$ cat src/rtl/mux_2to1_arbiter.sv
`default_nettype none
// ============================================================================
// Module   : mux_2to1_arbiter
// Brief    : Two-source burst arbiter feeding a registered 2:1 output stage.
// Revision : 1.0 - initial release
// ============================================================================
module mux_2to1_arbiter #(
    parameter int DW        = 2,
    parameter int MAX_BEATS = 4
) (
    input  logic          clk,
    input  logic          rst_n,
    input  logic          in0_valid,
    input  logic [DW-1:0] in0_data,
    input  logic          in0_last,
    output logic          in0_ready,
    input  logic          in1_valid,
    input  logic [DW-1:0] in1_data,
    input  logic          in1_last,
    output logic          in1_ready,
    output logic          out_valid,
    output logic [DW-1:0] out_data,
    output logic          out_last,
    output logic          out_src,
    input  logic          out_ready,
    output logic          sel
);

    typedef enum logic [1:0] {
        ST_IDLE   = 2'd0,
        ST_GRANT0 = 2'd1,
        ST_GRANT1 = 2'd2
    } state_t;

    localparam logic [7:0] c_max_beats = 8'(MAX_BEATS);

    state_t        r_state;
    state_t        w_next_state;
    logic          r_prio;
    logic [7:0]    r_beat_cnt;
    logic          r_out_valid;
    logic [DW-1:0] r_out_data;
    logic          r_out_last;
    logic          r_out_src;
    logic          r_sel;

    logic          w_slot_free;
    logic          w_ready0;
    logic          w_ready1;
    logic          w_acc0;
    logic          w_acc1;
    logic          w_acc;
    logic          w_acc_last;
    logic [DW-1:0] w_acc_data;
    logic [7:0]    w_cnt_next;
    logic          w_release;

    // The output slot can take a new beat when empty or being drained this cycle.
    assign w_slot_free = !r_out_valid || out_ready;
    assign w_ready0    = (r_state == ST_GRANT0) && w_slot_free;
    assign w_ready1    = (r_state == ST_GRANT1) && w_slot_free;
    assign w_acc0      = in0_valid && w_ready0;
    assign w_acc1      = in1_valid && w_ready1;
    assign w_acc       = w_acc0 || w_acc1;
    assign w_acc_last  = w_acc1 ? in1_last : in0_last;
    assign w_acc_data  = w_acc1 ? in1_data : in0_data;
    assign w_cnt_next  = r_beat_cnt + 8'd1;
    assign w_release   = w_acc && (w_acc_last || (w_cnt_next == c_max_beats));

    always_comb begin
        w_next_state = r_state;
        case (r_state)
            ST_IDLE: begin
                if (in0_valid && in1_valid)
                    w_next_state = r_prio ? ST_GRANT1 : ST_GRANT0;
                else if (in0_valid)
                    w_next_state = ST_GRANT0;
                else if (in1_valid)
                    w_next_state = ST_GRANT1;
            end
            ST_GRANT0: begin
                if (w_release)
                    w_next_state = in1_valid ? ST_GRANT1 : ST_IDLE;
            end
            ST_GRANT1: begin
                if (w_release)
                    w_next_state = in0_valid ? ST_GRANT0 : ST_IDLE;
            end
            default: w_next_state = ST_IDLE;
        endcase
    end

    always_ff @(posedge clk or negedge rst_n) begin
        if (!rst_n) begin
            r_state     <= ST_IDLE;
            r_prio      <= 1'b0;
            r_beat_cnt  <= 8'd0;
            r_sel       <= 1'b0;
            r_out_valid <= 1'b0;
            r_out_data  <= '0;
            r_out_last  <= 1'b0;
            r_out_src   <= 1'b0;
        end else begin
            r_state <= w_next_state;
            r_sel   <= (w_next_state == ST_GRANT1);

            // Every release changes state, so a state change marks a fresh grant.
            if (w_next_state != r_state)
                r_beat_cnt <= 8'd0;
            else if (w_acc)
                r_beat_cnt <= w_cnt_next;

            if (w_release)
                r_prio <= !w_acc1;

            if (w_acc) begin
                r_out_valid <= 1'b1;
                r_out_data  <= w_acc_data;
                r_out_last  <= w_acc_last;
                r_out_src   <= w_acc1;
            end else if (out_ready) begin
                r_out_valid <= 1'b0;
            end
        end
    end

    assign in0_ready = w_ready0;
    assign in1_ready = w_ready1;
    assign out_valid = r_out_valid;
    assign out_data  = r_out_data;
    assign out_last  = r_out_last;
    assign out_src   = r_out_src;
    assign sel       = r_sel;

endmodule
`default_nettype wire

$ cat config.mk
export PLATFORM = sky130hd
export DESIGN_NAME = mux_2to1_arbiter
export DESIGN_NICKNAME = d
export VERILOG_FILES = /design/src/rtl/mux_2to1_arbiter.sv
export SDC_FILE = /design/constraint.sdc
export NUM_CORES = 1
export LEC_CHECK = 0
export CORE_MARGIN = 5
export CORE_UTILIZATION = 40
export CTS_CLUSTER_SIZE = 8
export DETAILED_ROUTE_END_ITERATION = 10
export SETUP_SLACK_MARGIN = 0.15
export SKIP_LAST_GASP = 1
export SLEW_MARGIN = 20
export SYNTH_ARGS = -nofsm -noshare
export SYNTH_HDL_FRONTEND = slang
export SYNTH_SLANG_ARGS = --single-unit
$ cat constraint.sdc
create_clock -name clk -period 4.53 [get_ports clk]
set_input_delay 1.359 -clock clk [delete_from_list [all_inputs] [get_ports clk]]
set_output_delay 1.359 -clock clk [all_outputs]
set_load 0.05 [all_outputs]
==> results.py <==
metrics = {
    "placement": {
        "dpl_cell_area_sq_mm": 0.00119,
        "port_buffers": 18,
        "gp_congestion": 0.734,
        "hpwl_mm": 1.51,
    },
    "cells_and_area": {
        "fill_cells": 232,
        "layout-drive-gt1-share_pct": 15.8,
        "syn2layout_area_growth_pct": 24.0,
        "post-route-util_pct": 50.7,
        "fin_nets": 127,
        "diodes": 0,
        "final_cell_area_sq_mm": 0.00122,
    },
    "min_path": {
        "hold_path_class": "register to register",
    },
    "global_routing": {
        "grt_pass1_wl_mm": 3.49,
        "grt_pass1_vias": 800,
        "grt_use_met3_pct": 3.27,
        "use_met2_pct": 22.5,
        "grt_util_all_layers_pct": 13.2,
        "grt_overflow": 0,
        "grt_util_met1_pct": 16.1,
        "grt_busiest_layer": "met2",
        "grt_max_degree": 18,
        "grt_antenna_before_repair": 0,
    },
    "routing": {
        "drc": 0,
        "finalWirelength_mm": 2.02,
        "drt_first_iter_violations": 18,
        "vias": 768,
        "routedWlPerCell_microns": 14.0,
        "ant_nets": 0,
        "viasPerCell": 5.33,
        "drt-pass1-iter-count": 4,
    },
    "floorplanning": {
        "start_util_pct": 40.9,
        "fp.coreArea_sq_mm": 0.00241,
        "die_h_microns": 59.6,
        "die_x_microns": 59.6,
        "ios": 19,
        "die_area_sq_mm": 0.00355,
        "rows": 18,
    },
    "power": {
        "pwr-share-seq_pct": 34.4,
        "p_total_uw": 735,
        "p_sw_uw": 351,
        "p_per_area_mw_per_mm2": 602,
        "clkPwrFrac_pct": 11.0,
        "switching_share_pct": 47.8,
        "worst_ir_drop_vdd_uv": 414,
        "p_comb_share_pct": 54.6,
        "internal-power_uw": 384,
        "p_leak_uw": 0.000536,
    },
    "flow_run": {
        "cap_violations": 0,
    },
    "sta": {
        "min_period_over_period_pct": 85.3,
        "setup-violations-final": 0,
        "slew_violations": 0,
        "rsz0062_at_grt": "false",
        "finalSetupTns_ps": 0,
        "fin_crit_ps": 3860,
        "hold_viol": 0,
        "maxSlewHeadroom_pct": 45.7,
        "max_freq_ghz": 0.259,
        "fin_skew_ps": 0.828,
        "tightest_slew_ps": 812,
    },
    "clocking": {
        "clk_pin_slew_worst_paths_ps": 100,
        "cts_tree": "yes",
        "cts.repair.resized": 0,
        "clock_latency_ps": 290,
        "htreeDepth": 1,
        "numCtsBuffers": 3,
        "clockBufferDepth": 2,
        "post-cts-setup-buffer-count": 0,
        "cts.sinks": 17,
        "cts_root_buffer": "clkbuf_4",
        "hold_buffers": 0,
    },
    "synthesis": {
        "synth_area_per_cell_sq_um": 10.5,
        "synth_cell_types": 36,
        "yosysTopAreaCell": "dfrtp_1",
        "synth_top_area_share_pct": 43.2,
        "synth_top_family_by_area": "simple AND/OR/NAND/NOR gates",
        "synth_compound_area_share_pct": 17.5,
        "synth_mux_area_share_pct": 3.05,
        "yosys.area_share.xor_xnor_pct": 6.23,
        "synth_fp_nets": 106,
        "syn_inst": 94,
        "synth_simple_gate_area_share_pct": 26.3,
        "syn-cell-area_sq_um": 985,
        "ys_ff_latch": 17,
        "yosys.area_share.adder_pct": 1.27,
        "synth.yosys.seq_area_share_pct": 43.2,
        "yosysWarningCount": 0,
        "synth_area_leaders": "dfrtp_1 (43%), nor2_1 (6.5%), nand3b_4 (4.1%), xor2_1 (3.6%), mux2i_1 (3.0%)",
    },
    "worst_setup_path": {
        "startpoint_type": "input port",
        "path_class": "input port to output pin",
        "cp.required_ps": 3170,
        "crit_arrival_ps": 2500,
        "path_max_fanout": 5,
        "endpoint_kind": "output pin",
    },
    "run_status": {
        "status": "finished clean",
    },
}
[layer usage]
layer	up-vias	wire length [microns]
li1	381	-
met2	9	1020
met4	0	12
met5	-	0
met3	2	88
met1	376	899
[area by class of cell]
cell class / instances / area [sq um] / share of cell area, %
Multi-Input combinational cell: 73 / 536 / 43.9
Sequential cell: 17 / 425 / 34.8
Timing Repair Buffer: 18 / 188 / 15.4
Tap cell: 30 / 37.5 / 3.07
Clock buffer: 3 / 22.5 / 1.84
Inverter: 2 / 7.51 / 0.615
Clock inverter: 1 / 5.00 / 0.410
[cells in the final DEF (no fill, tap or decap), drive strengths merged, types with 2 or more instances in the layout]
cell type,instances
mux2i,3
clkbuf,3
o21ai,2
and4,3
a21oi,6
dfrtp,17
clkdlybuf4s50,16
nor2,17
inv,2
nand4,3
buf,2
nand3b,3
nand2,7
a311oi,3
nand2b,3
xnor2,3
xor2,4
a31oi,3
and3,3
[worst max-delay path, cell delays in order]
cell	delay, ps
clkdlybuf4s50_1	470
and2b_1	250
nor2_1	250
buf_12	170
[through the flow]
| stage | setup WS [ps] | cells | hold WS (ps) |
|---|---|---|---|
| finish | 668 | 144 | 503 |
| global route | 568 | 144 | 555 |
| CTS | 664 | 144 | 501 |
| detailed placement | 674 | 140 | 477 |
| global placement | 685 | 140 | 471 |
| floorplan | 882 | 94 | 506 |
[synth_stat cells (all sizes together)]
library cell	number
dfrtp	17
nor2	17
nand2	7
a21oi	6
xor2	4
a311oi	3
a31oi	3
and3	3
and4	3
mux2i	3
nand2b	3
nand3b	3
nand4	3
xnor2	3
buf	2
inv	2
o21ai	2
a21boi	1
a31o	1
and2b	1
ha	1
nand3	1
nor3	1
nor4b	1
o211ai	1
o22ai	1
or3	1
[power groups by stage]
stage               combinational (uW)  sequential [uW]  clock, uW
global placement                   402              253          0
global route                       431              262       93.2
CTS                                408              253       87.7
detailed placement                 408              255          0
finish                             402              253       81.2
floorplan                          219              320          0
[flip-flops by register name, summed over array words and instances, names as in the netlist]
signal,flops
r_beat_cnt,8
out_last,1
out_data,2
sel,1
r_state,2
r_prio,1
out_valid,1
out_src,1
[path summary, 6_finish.rpt]
kind                               startpoint  cells after the start  slack, ps          end
min in group asynchronous               rst_n                      1       1530    out_valid
worst min register to register        out_src                      2        500      out_src
worst min-delay path                  out_src                      2        500      out_src
max in group asynchronous               rst_n                      1       2500  out_data[1]
worst max register to register  r_beat_cnt[0]                      4       2680   r_state[0]
worst max-delay path                out_ready                      4        670    in0_ready
[cells by family (layout without fill, tap and decap cells)]
logic type	Yosys count	count (layout)
flops	17	17
buf+inv	4	24
mux	3	3
simple gates	44	44
compound gates	18	18
xor+xnor	7	7
fa+ha+maj	1	1
(Power assumes the default switching activity.)
